## src/rtl/alu_nbit_seq_pkg.sv

```systemverilog
// rtl/alu_nbit_seq_pkg.sv - opcode constants, FSM states and helpers for alu_nbit_seq
package alu_nbit_seq_pkg;

  localparam logic [3:0] OP_NOTA  = 4'd0;
  localparam logic [3:0] OP_NOTB  = 4'd1;
  localparam logic [3:0] OP_AND   = 4'd2;
  localparam logic [3:0] OP_OR    = 4'd3;
  localparam logic [3:0] OP_XOR   = 4'd4;
  localparam logic [3:0] OP_XNOR  = 4'd5;
  localparam logic [3:0] OP_ADD   = 4'd6;
  localparam logic [3:0] OP_SUB   = 4'd7;
  localparam logic [3:0] OP_ADC   = 4'd8;
  localparam logic [3:0] OP_SBC   = 4'd9;
  localparam logic [3:0] OP_SHL   = 4'd10;
  localparam logic [3:0] OP_SHR   = 4'd11;
  localparam logic [3:0] OP_ASR   = 4'd12;
  localparam logic [3:0] OP_MUL   = 4'd13;
  localparam logic [3:0] OP_CMP   = 4'd14;
  localparam logic [3:0] OP_PASSB = 4'd15;

  typedef enum logic {
    ST_IDLE = 1'b0,
    ST_MUL  = 1'b1
  } state_t;

  function automatic logic is_sub_op(input logic [3:0] op);
    return (op == OP_SUB) || (op == OP_SBC) || (op == OP_CMP);
  endfunction

endpackage

```

## src/rtl/alu_nbit_seq_comb.sv

```systemverilog
// rtl/alu_nbit_seq_comb.sv - single-cycle datapath: logic ops, adder with c/v, shifter
module alu_nbit_seq_comb
  import alu_nbit_seq_pkg::*;
#(
  parameter int WIDTH = 8
) (
  input  logic [WIDTH-1:0] a,
  input  logic [WIDTH-1:0] b,
  input  logic [3:0]       op,
  input  logic             cin,
  output logic [WIDTH-1:0] res,
  output logic             c,
  output logic             v
);

  logic [WIDTH-1:0] w_bx;
  logic             w_cin;
  logic [WIDTH:0]   w_sum;
  logic             w_c_into_msb;

  always_comb begin
    w_bx = is_sub_op(op) ? ~b : b;
    case (op)
      OP_ADD:         w_cin = 1'b0;
      OP_SUB, OP_CMP: w_cin = 1'b1;
      default:        w_cin = cin;
    endcase
  end

  assign w_sum = {1'b0, a} + {1'b0, w_bx} + {{WIDTH{1'b0}}, w_cin};
  // Carry into the MSB recovered from the MSB sum bit and its two addend bits.
  assign w_c_into_msb = w_sum[WIDTH-1] ^ a[WIDTH-1] ^ w_bx[WIDTH-1];

  always_comb begin
    res = '0;
    c   = 1'b0;
    v   = 1'b0;
    case (op)
      OP_NOTA:  res = ~a;
      OP_NOTB:  res = ~b;
      OP_AND:   res = a & b;
      OP_OR:    res = a | b;
      OP_XOR:   res = a ^ b;
      OP_XNOR:  res = ~(a ^ b);
      OP_ADD, OP_SUB, OP_ADC, OP_SBC, OP_CMP: begin
        res = (op == OP_CMP) ? a : w_sum[WIDTH-1:0];
        c   = w_sum[WIDTH];
        v   = w_c_into_msb ^ w_sum[WIDTH];
      end
      OP_SHL: begin
        res = {a[WIDTH-2:0], 1'b0};
        c   = a[WIDTH-1];
      end
      OP_SHR: begin
        res = {1'b0, a[WIDTH-1:1]};
        c   = a[0];
      end
      OP_ASR: begin
        res = {a[WIDTH-1], a[WIDTH-1:1]};
        c   = a[0];
      end
      OP_PASSB: res = b;
      default:  res = '0;
    endcase
  end

endmodule

```

## src/rtl/alu_nbit_seq.sv

```systemverilog
// rtl/alu_nbit_seq.sv - registered N-bit ALU with valid/ready handshake and shift-add multiply
module alu_nbit_seq
  import alu_nbit_seq_pkg::*;
#(
  parameter int WIDTH = 8,
  parameter int OPW   = 4
) (
  input  logic             clk,
  input  logic             reset,
  input  logic             in_valid,
  output logic             in_ready,
  input  logic [WIDTH-1:0] a,
  input  logic [WIDTH-1:0] b,
  input  logic [OPW-1:0]   op,
  output logic             out_valid,
  input  logic             out_ready,
  output logic [WIDTH-1:0] result,
  output logic             c,
  output logic             n,
  output logic             z,
  output logic             v
);

  localparam int CW = $clog2(WIDTH);

  state_t             r_state, w_state_next;
  logic [2*WIDTH-1:0] r_mul_a, r_acc, w_acc_next;
  logic [WIDTH-1:0]   r_mul_b;
  logic [CW-1:0]      r_cnt;
  logic               r_cf, r_out_valid;
  logic [WIDTH-1:0]   r_result;
  logic               r_c, r_n, r_z, r_v;
  logic               w_accept, w_mul_done;
  logic [WIDTH-1:0]   w_res;
  logic               w_c, w_v;

  alu_nbit_seq_comb #(.WIDTH(WIDTH)) u_comb (
    .a   (a),
    .b   (b),
    .op  (op),
    .cin (r_cf),
    .res (w_res),
    .c   (w_c),
    .v   (w_v)
  );

  assign in_ready   = (r_state == ST_IDLE) && (!r_out_valid || out_ready);
  assign w_accept   = in_valid && in_ready;
  assign w_acc_next = r_mul_b[0] ? r_acc + r_mul_a : r_acc;

  always_comb begin
    w_state_next = r_state;
    w_mul_done   = 1'b0;
    case (r_state)
      ST_IDLE: if (w_accept && (op == OP_MUL)) w_state_next = ST_MUL;
      ST_MUL: begin
        if (r_cnt == CW'(WIDTH - 1)) begin
          w_mul_done   = 1'b1;
          w_state_next = ST_IDLE;
        end
      end
      default: w_state_next = ST_IDLE;
    endcase
  end

  always_ff @(posedge clk) begin
    if (reset) begin
      r_state     <= ST_IDLE;
      r_mul_a     <= '0;
      r_mul_b     <= '0;
      r_acc       <= '0;
      r_cnt       <= '0;
      r_cf        <= 1'b0;
      r_out_valid <= 1'b0;
      r_result    <= '0;
      r_c         <= 1'b0;
      r_n         <= 1'b0;
      r_z         <= 1'b0;
      r_v         <= 1'b0;
    end else begin
      r_state <= w_state_next;

      if (w_accept && (op == OP_MUL)) begin
        r_mul_a <= {{WIDTH{1'b0}}, a};
        r_mul_b <= b;
        r_acc   <= '0;
        r_cnt   <= '0;
      end else if (r_state == ST_MUL) begin
        r_acc   <= w_acc_next;
        r_mul_a <= r_mul_a << 1;
        r_mul_b <= r_mul_b >> 1;
        r_cnt   <= r_cnt + 1'b1;
      end

      // The out reg is always empty while multiplying, since accept required it free.
      if (w_mul_done) begin
        r_result    <= w_acc_next[WIDTH-1:0];
        r_c         <= |w_acc_next[2*WIDTH-1:WIDTH];
        r_cf        <= |w_acc_next[2*WIDTH-1:WIDTH];
        r_v         <= 1'b0;
        r_n         <= w_acc_next[WIDTH-1];
        r_z         <= ~|w_acc_next[WIDTH-1:0];
        r_out_valid <= 1'b1;
      end else if (w_accept && (op != OP_MUL)) begin
        r_result    <= w_res;
        r_c         <= w_c;
        r_cf        <= w_c;
        r_v         <= w_v;
        r_n         <= w_res[WIDTH-1];
        r_z         <= ~|w_res;
        r_out_valid <= 1'b1;
      end else if (out_ready) begin
        r_out_valid <= 1'b0;
      end
    end
  end

  assign out_valid = r_out_valid;
  assign result    = r_result;
  assign c         = r_c;
  assign n         = r_n;
  assign z         = r_z;
  assign v         = r_v;

endmodule

```

## config.mk

```make
export PLATFORM = sky130hd
export DESIGN_NAME = alu_nbit_seq
export DESIGN_NICKNAME = d
export VERILOG_FILES = /design/src/rtl/alu_nbit_seq_pkg.sv /design/src/rtl/alu_nbit_seq_comb.sv /design/src/rtl/alu_nbit_seq.sv
export SDC_FILE = /design/constraint.sdc
export NUM_CORES = 1
export LEC_CHECK = 0
export ABC_AREA = 1
export CAP_MARGIN = 40
export CORE_AREA = 2 2 94 96
export DETAILED_ROUTE_END_ITERATION = 10
export DIE_AREA = 0 0 96 98
export PLACE_DENSITY = 0.79
export REMOVE_ABC_BUFFERS = 1
export SYNTH_ARGS = -nofsm -noshare
export SYNTH_HDL_FRONTEND = slang
export SYNTH_SLANG_ARGS = --single-unit
```

## constraint.sdc

```tcl
create_clock -name clk -period 4.7 [get_ports clk]
set_clock_uncertainty 0.05 [all_clocks]
set_input_delay 0.94 -clock clk [delete_from_list [all_inputs] [get_ports clk]]
set_output_delay 0.94 -clock clk [all_outputs]
set_load 0.02 [all_outputs]
```

# Word level (Yosys, flattened, before mapping)

Index checks and enable logic that the tools add are counted.

$add $sub $neg: 4
Multiply operators: 0
Div/mod/pow operators: 0
$lt $le $gt $ge: 0
Equal/unequal tests: 17
Shift-type cells: 0
Mux-type cells: 27
Bitwise logic cells: 10
Reduce and logical (&&, ||, !) cells: 22

Operators by type and width:

| cell                                                                   | count |
|---|---|
| 8-bit one-hot mux with 11 select lines                                 | 1 |
| 8-bit two-way mux                                                      | 8 |
| 4-bit equality test (second input constant)                            | 8 |
| 8-bit inverter                                                         | 3 |
| 8-bit OR reduction                                                     | 3 |
| 16-bit adder                                                           | 1 |
| 4-bit by 3-bit equality test with 1-bit output (second input constant) | 4 |
| 16-bit two-way mux                                                     | 1 |
| 1-bit two-way mux                                                      | 14 |
| 8-bit by 8-bit adder with 9-bit output                                 | 1 |
| 9-bit by 1-bit adder with 9-bit output                                 | 1 |
| 8-bit AND                                                              | 1 |
| 4-bit by 2-bit equality test with 1-bit output (second input constant) | 2 |
| 8-bit OR                                                               | 1 |
| 2-bit OR reduction                                                     | 4 |
| 8-bit bitwise XOR                                                      | 1 |
| 5-bit OR reduction                                                     | 1 |
| 4-bit by 1-bit equality test with 1-bit output (second input constant) | 1 |
| 1-bit logical AND                                                      | 4 |
| 4-bit logical NOT                                                      | 1 |
| 4-bit inequality test (second input constant)                          | 1 |
| 1-bit one-hot mux with 2 select lines                                  | 2 |
| 2-bit nonzero test                                                     | 2 |
| 3-bit by 1-bit adder with 3-bit output (second input constant)         | 1 |
| other kinds (7)                                                        | 13 |

Register bits: 57
Bits in latches: 0
Bits in writable memories: 0
ROM bits: 0
Input port bits: 24
Output and inout port bits: 14
Word-level logic and storage cells: 92
Memories kept: 0

# Depth between registers and ports, before layout

Depth in word-level cells: 12
Gate-level depth with buffers: 20

# Hierarchy

Synthesis repeated with hierarchy kept, for this count alone.

Cells, all modules: 767
Area, all modules: 4879.7 µm²

Modules (own cells, without submodules):

| module            | times used | cells each | area each (µm²) |
|---|---|---|---|
| alu_nbit_seq      | 1          | 529        | 3434.5 |
| alu_nbit_seq_comb | 1          | 238        | 1445.1 |

# Least setup slack after synthesis

OpenSTA, ideal clock, no wires.

Path kind: input-to-reg
Start point: input op[0]
End point: register r_c (netlist: c)
Library setup time: 109 ps
Data arrival time: 3278 ps
Required time: 4541 ps
Path slack: 1264 ps
Stages on the path: 19
Path buffers: 0
Cells stage by stage: inv_1 -> nand2_1 -> nor2_4 -> nor2_4 -> nand2_8 -> xor2_1 -> fa_1 -> fa_1 -> nand4_1 -> nand3_1 -> nand2_1 -> nand2_1 -> a21o_1 -> inv_1 -> nor2_1 -> o21ai_0 -> nand3_1 -> nand2_1 -> inv_1

Word-level cells in the longest chain between the ends: 9
Elaborated cells on any way between the ends: 23
Those cells by class: add/sub: 2; eq/ne: 9; mux: 5; reduce/logical: 7

Ends and longest elaborated chain:

| item                                                                                  | line                                                                     | text |
|---|---|---|
| start: declaration                                                                    | alu_nbit_seq.sv:14                                                       | `input logic [OPW-1:0] op,` |
| 4-bit by 3-bit equality test with 1-bit output or 4-bit equality test (tied branches) | alu_nbit_seq_pkg.sv:27, alu_nbit_seq_comb.sv:23, alu_nbit_seq_comb.sv:38 |  |
| 1-bit logical OR (2 in series)                                                        | alu_nbit_seq_pkg.sv:27                                                   | `return (op == OP_SUB) \|\| (op == OP_SBC) \|\| (op == OP_CMP);` |
| 8-bit two-way mux                                                                     | alu_nbit_seq_comb.sv:22                                                  | `w_bx = is_sub_op(op) ? ~b : b;` |
| 8-bit by 8-bit adder with 9-bit output                                                | alu_nbit_seq_comb.sv:30                                                  | `assign w_sum = {1'b0, a} + {1'b0, w_bx} + {{WIDTH{1'b0}}, w_cin};` |
| 9-bit by 1-bit adder with 9-bit output                                                | alu_nbit_seq_comb.sv:30                                                  |  |
| 1-bit one-hot mux with 3 select lines                                                 | alu_nbit_seq_comb.sv:38                                                  | `case (op)` |
| 1-bit two-way mux                                                                     | alu_nbit_seq.sv:104                                                      | `end else if (w_accept && (op != OP_MUL)) begin` |
| 1-bit two-way mux                                                                     | alu_nbit_seq.sv:96                                                       | `if (w_mul_done) begin` |
| end signal: assignment                                                                | alu_nbit_seq.sv:98                                                       | `r_c <= \|w_acc_next[2*WIDTH-1:WIDTH];` |
| end signal: assignment                                                                | alu_nbit_seq.sv:106                                                      | `r_c <= w_c;` |
| end: declaration                                                                      | alu_nbit_seq.sv:32                                                       | `logic r_c, r_n, r_z, r_v;` |

Parallel ways exist; a longest one is shown, timed or not. The select of a mux whose other input is x is not followed.
A chain may end at the register's enable or synchronous reset.

# Worst setup path in the final report

Same ends and word-level chain as after synthesis.

==> reports/metrics.cfg <==
[worst_setup_path]
crit_path_max_fanout = 11
path_buf_inv = 4
critical-path-slowest-cell = clkdlybuf4s50_1
critPathKind = in -> reg
required_ns = 4.89
cp_cell_sequence = clkdlybuf4s50_1 -> inv_1 -> nand2_1 -> nor2_4 -> nor2_4 -> nand2_8 -> xor2_1 -> fa_1 -> fa_1 -> nand4_1 -> nand3_1 -> nand2_1 -> nand2_1 -> a21o_1 -> inv_1 -> nor2_1 -> o21ai_0 -> nand3_1 -> nand2_1 -> inv_1
r2r_slack_ns = 2.03
critical-path-max-stage-delay_ns = 0.53
cp_common_cell = nand2_1
end_kind = register
worstSetupStartpointType = input pin
critical_path.top_delay_family = simple AND/OR/NAND/NOR gates
arrival_ns = 4.13

[floorplan]
row_count = 34
die_area_mm2 = 0.00941
core-area_mm2 = 0.00847
ioPinCount = 38
fp.dieW_um = 96
initial_core_util = 0.576
die_h_um = 98

[finish]
syn_to_final_growth_pct = 11.5
nFillCells = 796
n_antenna_cell = 0
multiInputGateArea_mm2 = 0.00321
final_area_mm2 = 0.00544
seq_area_mm2 = 0.00112
final_nets = 904
drive_gt1_frac = 0.0346
final_cells = 946

[power]
irDropWorstVdd_mv = 0.156
p_leak_uw = 0.00271
finalPower_uw = 1130
p_per_area_mw_per_mm2 = 208

[clocking]
cts_tree = built
clockBufferDepth = 2
numCtsBuffers = 5
cts_sinks = 56
htreeDepth = 2
hold_buffers = 0
cts-root-buf = clkbuf_8
clkLatencyLatePin_ns = 0.33
post-cts-setup-buffers = 0
clk_pin_slew_ns = 0.12
cts_resized = 0

[grt]
gr-usage-all-layers = 0.313
grt_pass1_wl_um = 23300
grt_max_degree = 53
grt_overflow = 0
grt_pass1_vias = 4875
antenna_found_initial = 0

[detailed_routing]
wl_met2_um = 6610
vias = 5141
drt.antenna.violating_nets = 0
wirelength_um = 14200
vias_per_cell = 5.43
drt-wirelength-per-cell_um = 15.0
highest_layer = met4
dr.pass1.iters = 5
drc = 0
met1_length_um = 6100
dr_wl_met3_um = 942
drt_iter0_drc = 233

[synth]
ys_ff_latch = 56
synth_commonest_cells = nand2_1, inv_1, nor2_1
syn_avg_cell_area_um2 = 6.06
synth_area_leaders = dfxtp_1, nand2_1, ha_1
async_flop_share = 0
yosysTopAreaCell = dfxtp_1
netlist_area_mm2 = 0.00488
ys_warn_count = 0
synth_top_area_frac = 0.230
yosysSeqAreaShare = 0.230
synth_top_flop_cell = dfxtp_1
synth_enable_flop_cells = 0
post-synth-top-count-cell = nand2_1
synth_cells = 805
synth_cell_types = 40

[placement]
portBuffers = 37
hpwl_um = 11000
post_dp_cell_area_mm2 = 0.00535
finalWeightedCongestion = 0.949
place_inst = 938

[min_path]
hold_path_class = reg -> reg

[sta]
rsz0062_at_grt = no
min_period_ns = 3.95
report.final.slew_viol_count = 0
setup_viol_count_final = 0
worst_slew_pin_slew_ns = 0.838
period_share = 0.840
final_hold_viol_count = 0
slew_headroom = 0.436
fin_setup_tns_ns = 0
fmax_mhz = 253

[flow_run]
drv_cap = 0

[status]
status = finished clean

==> final timing paths <==
check,from,end,depth (start not counted)
hold reg to reg,r_cnt[2]$_SDFFE_PP0P_,r_cnt[2]$_SDFFE_PP0P_,2
hold / removal,r_cnt[2]$_SDFFE_PP0P_,r_cnt[2]$_SDFFE_PP0P_,2
setup / recovery,op[0],c$_SDFFE_PP0P_,20
setup reg to reg,r_mul_a[0]$_SDFFE_PP0P_,c$_SDFFE_PP0P_,19
==> cells in the final DEF, fill, tap and decap left out, types with 2 or more instances in the layout <==
master and n:
nand2_1 270, inv_1 118, nor2_1 71, dfxtp_1 56, o21ai_0 54, a21oi_1 41, ha_1 40, nand3_1 37
clkdlybuf4s50_1 37, a31oi_1 18, xor2_1 12, o211ai_1 11, xnor2_1 6, nand4_1 6, o22ai_1 6, buf_4 6
clkinv_1 5, clkbuf_8 5, o2111ai_1 4, or2_2 4, nand3b_1 3, fa_1 3, nand2_2 2, nor2_4 2
nor2_2 2, o21bai_1 2, and2_1 2
==> per-stage QoR <==
| step | hold slack (ns) | setup slack (ns) | utilization |
|---|---|---|---|
| global route | 0.459 | 0.457 | 0.643 |
| finish | 0.430 | 0.753 | 0.643 |
| CTS | 0.433 | 0.756 | 0.643 |
| detailed placement | 0.415 | 0.400 | 0.632 |
| floorplan | 0.385 | 1.22 | - |
| global placement | 0.400 | 0.490 | 0.631 |
==> per-layer routing <==
layer  vias to the layer above  GRT usage
met5                         -          0
met4                         0      0.132
met3                        40     0.0378
met2                       181      0.525
met1                      2291      0.401
li1                       2629          -
==> flip-flops by register name, summed over array words and instances (netlist names) <==
register,cells
r_acc,16
r_mul_a,16
r_mul_b,8
result,8
r_cnt,3
c,1
out_valid,1
r_state,1
v,1
z,1
==> kinds of logic (layout without fill, tap and decap cells) <==
logic type | count (synthesis) | count (layout) | share of synthesized area
flip-flops | 56 | 56 | 0.230
AO/OA/AOI/OAI | 142 | 142 | 0.165
XOR/XNOR | 19 | 19 | 0.0379
adder cells (fa/ha/maj) | 43 | 43 | 0.115
buffers and inverters | 141 | 174 | 0.112
AND/OR/NAND/NOR | 404 | 404 | 0.341
==> worst register-to-register path, stage by stage, from the launching register on <==
cell	delay, ns
dfxtp_1	0.42
ha_1	0.25
inv_1	0.07
fa_1	0.36
inv_1	0.15
nand3_1	0.09
nand2_1	0.11
nand2_1	0.09
nand2_1	0.09
nand2_1	0.10
nand2_1	0.07
nand2_1	0.04
nand3_1	0.06
nand2_1	0.07
nor2_1	0.15
nand3_1	0.10
nand2_1	0.11
nand3_1	0.08
nand2_1	0.07
inv_1	0.04
==> report_power, final <==
part / leakage [µW] / internal (µW) / total [µW] / switching [µW]
logic: 0.00221 / 127 / 339 / 212
clock network: 0.0000463 / 110 / 295 / 185
registers: 0.000454 / 489 / 499 / 9.96
==> final cells by class <==
cell class | instances | share of cell area
multi-input combinational | 608 | 0.590
sequential | 56 | 0.206
inverter | 123 | 0.0848
timing repair buffer | 43 | 0.0763
tap | 108 | 0.0248
clock buffer | 5 | 0.0126
clock inverter | 3 | 0.00506
No activity file was read; power rests on OpenSTA's default activity.
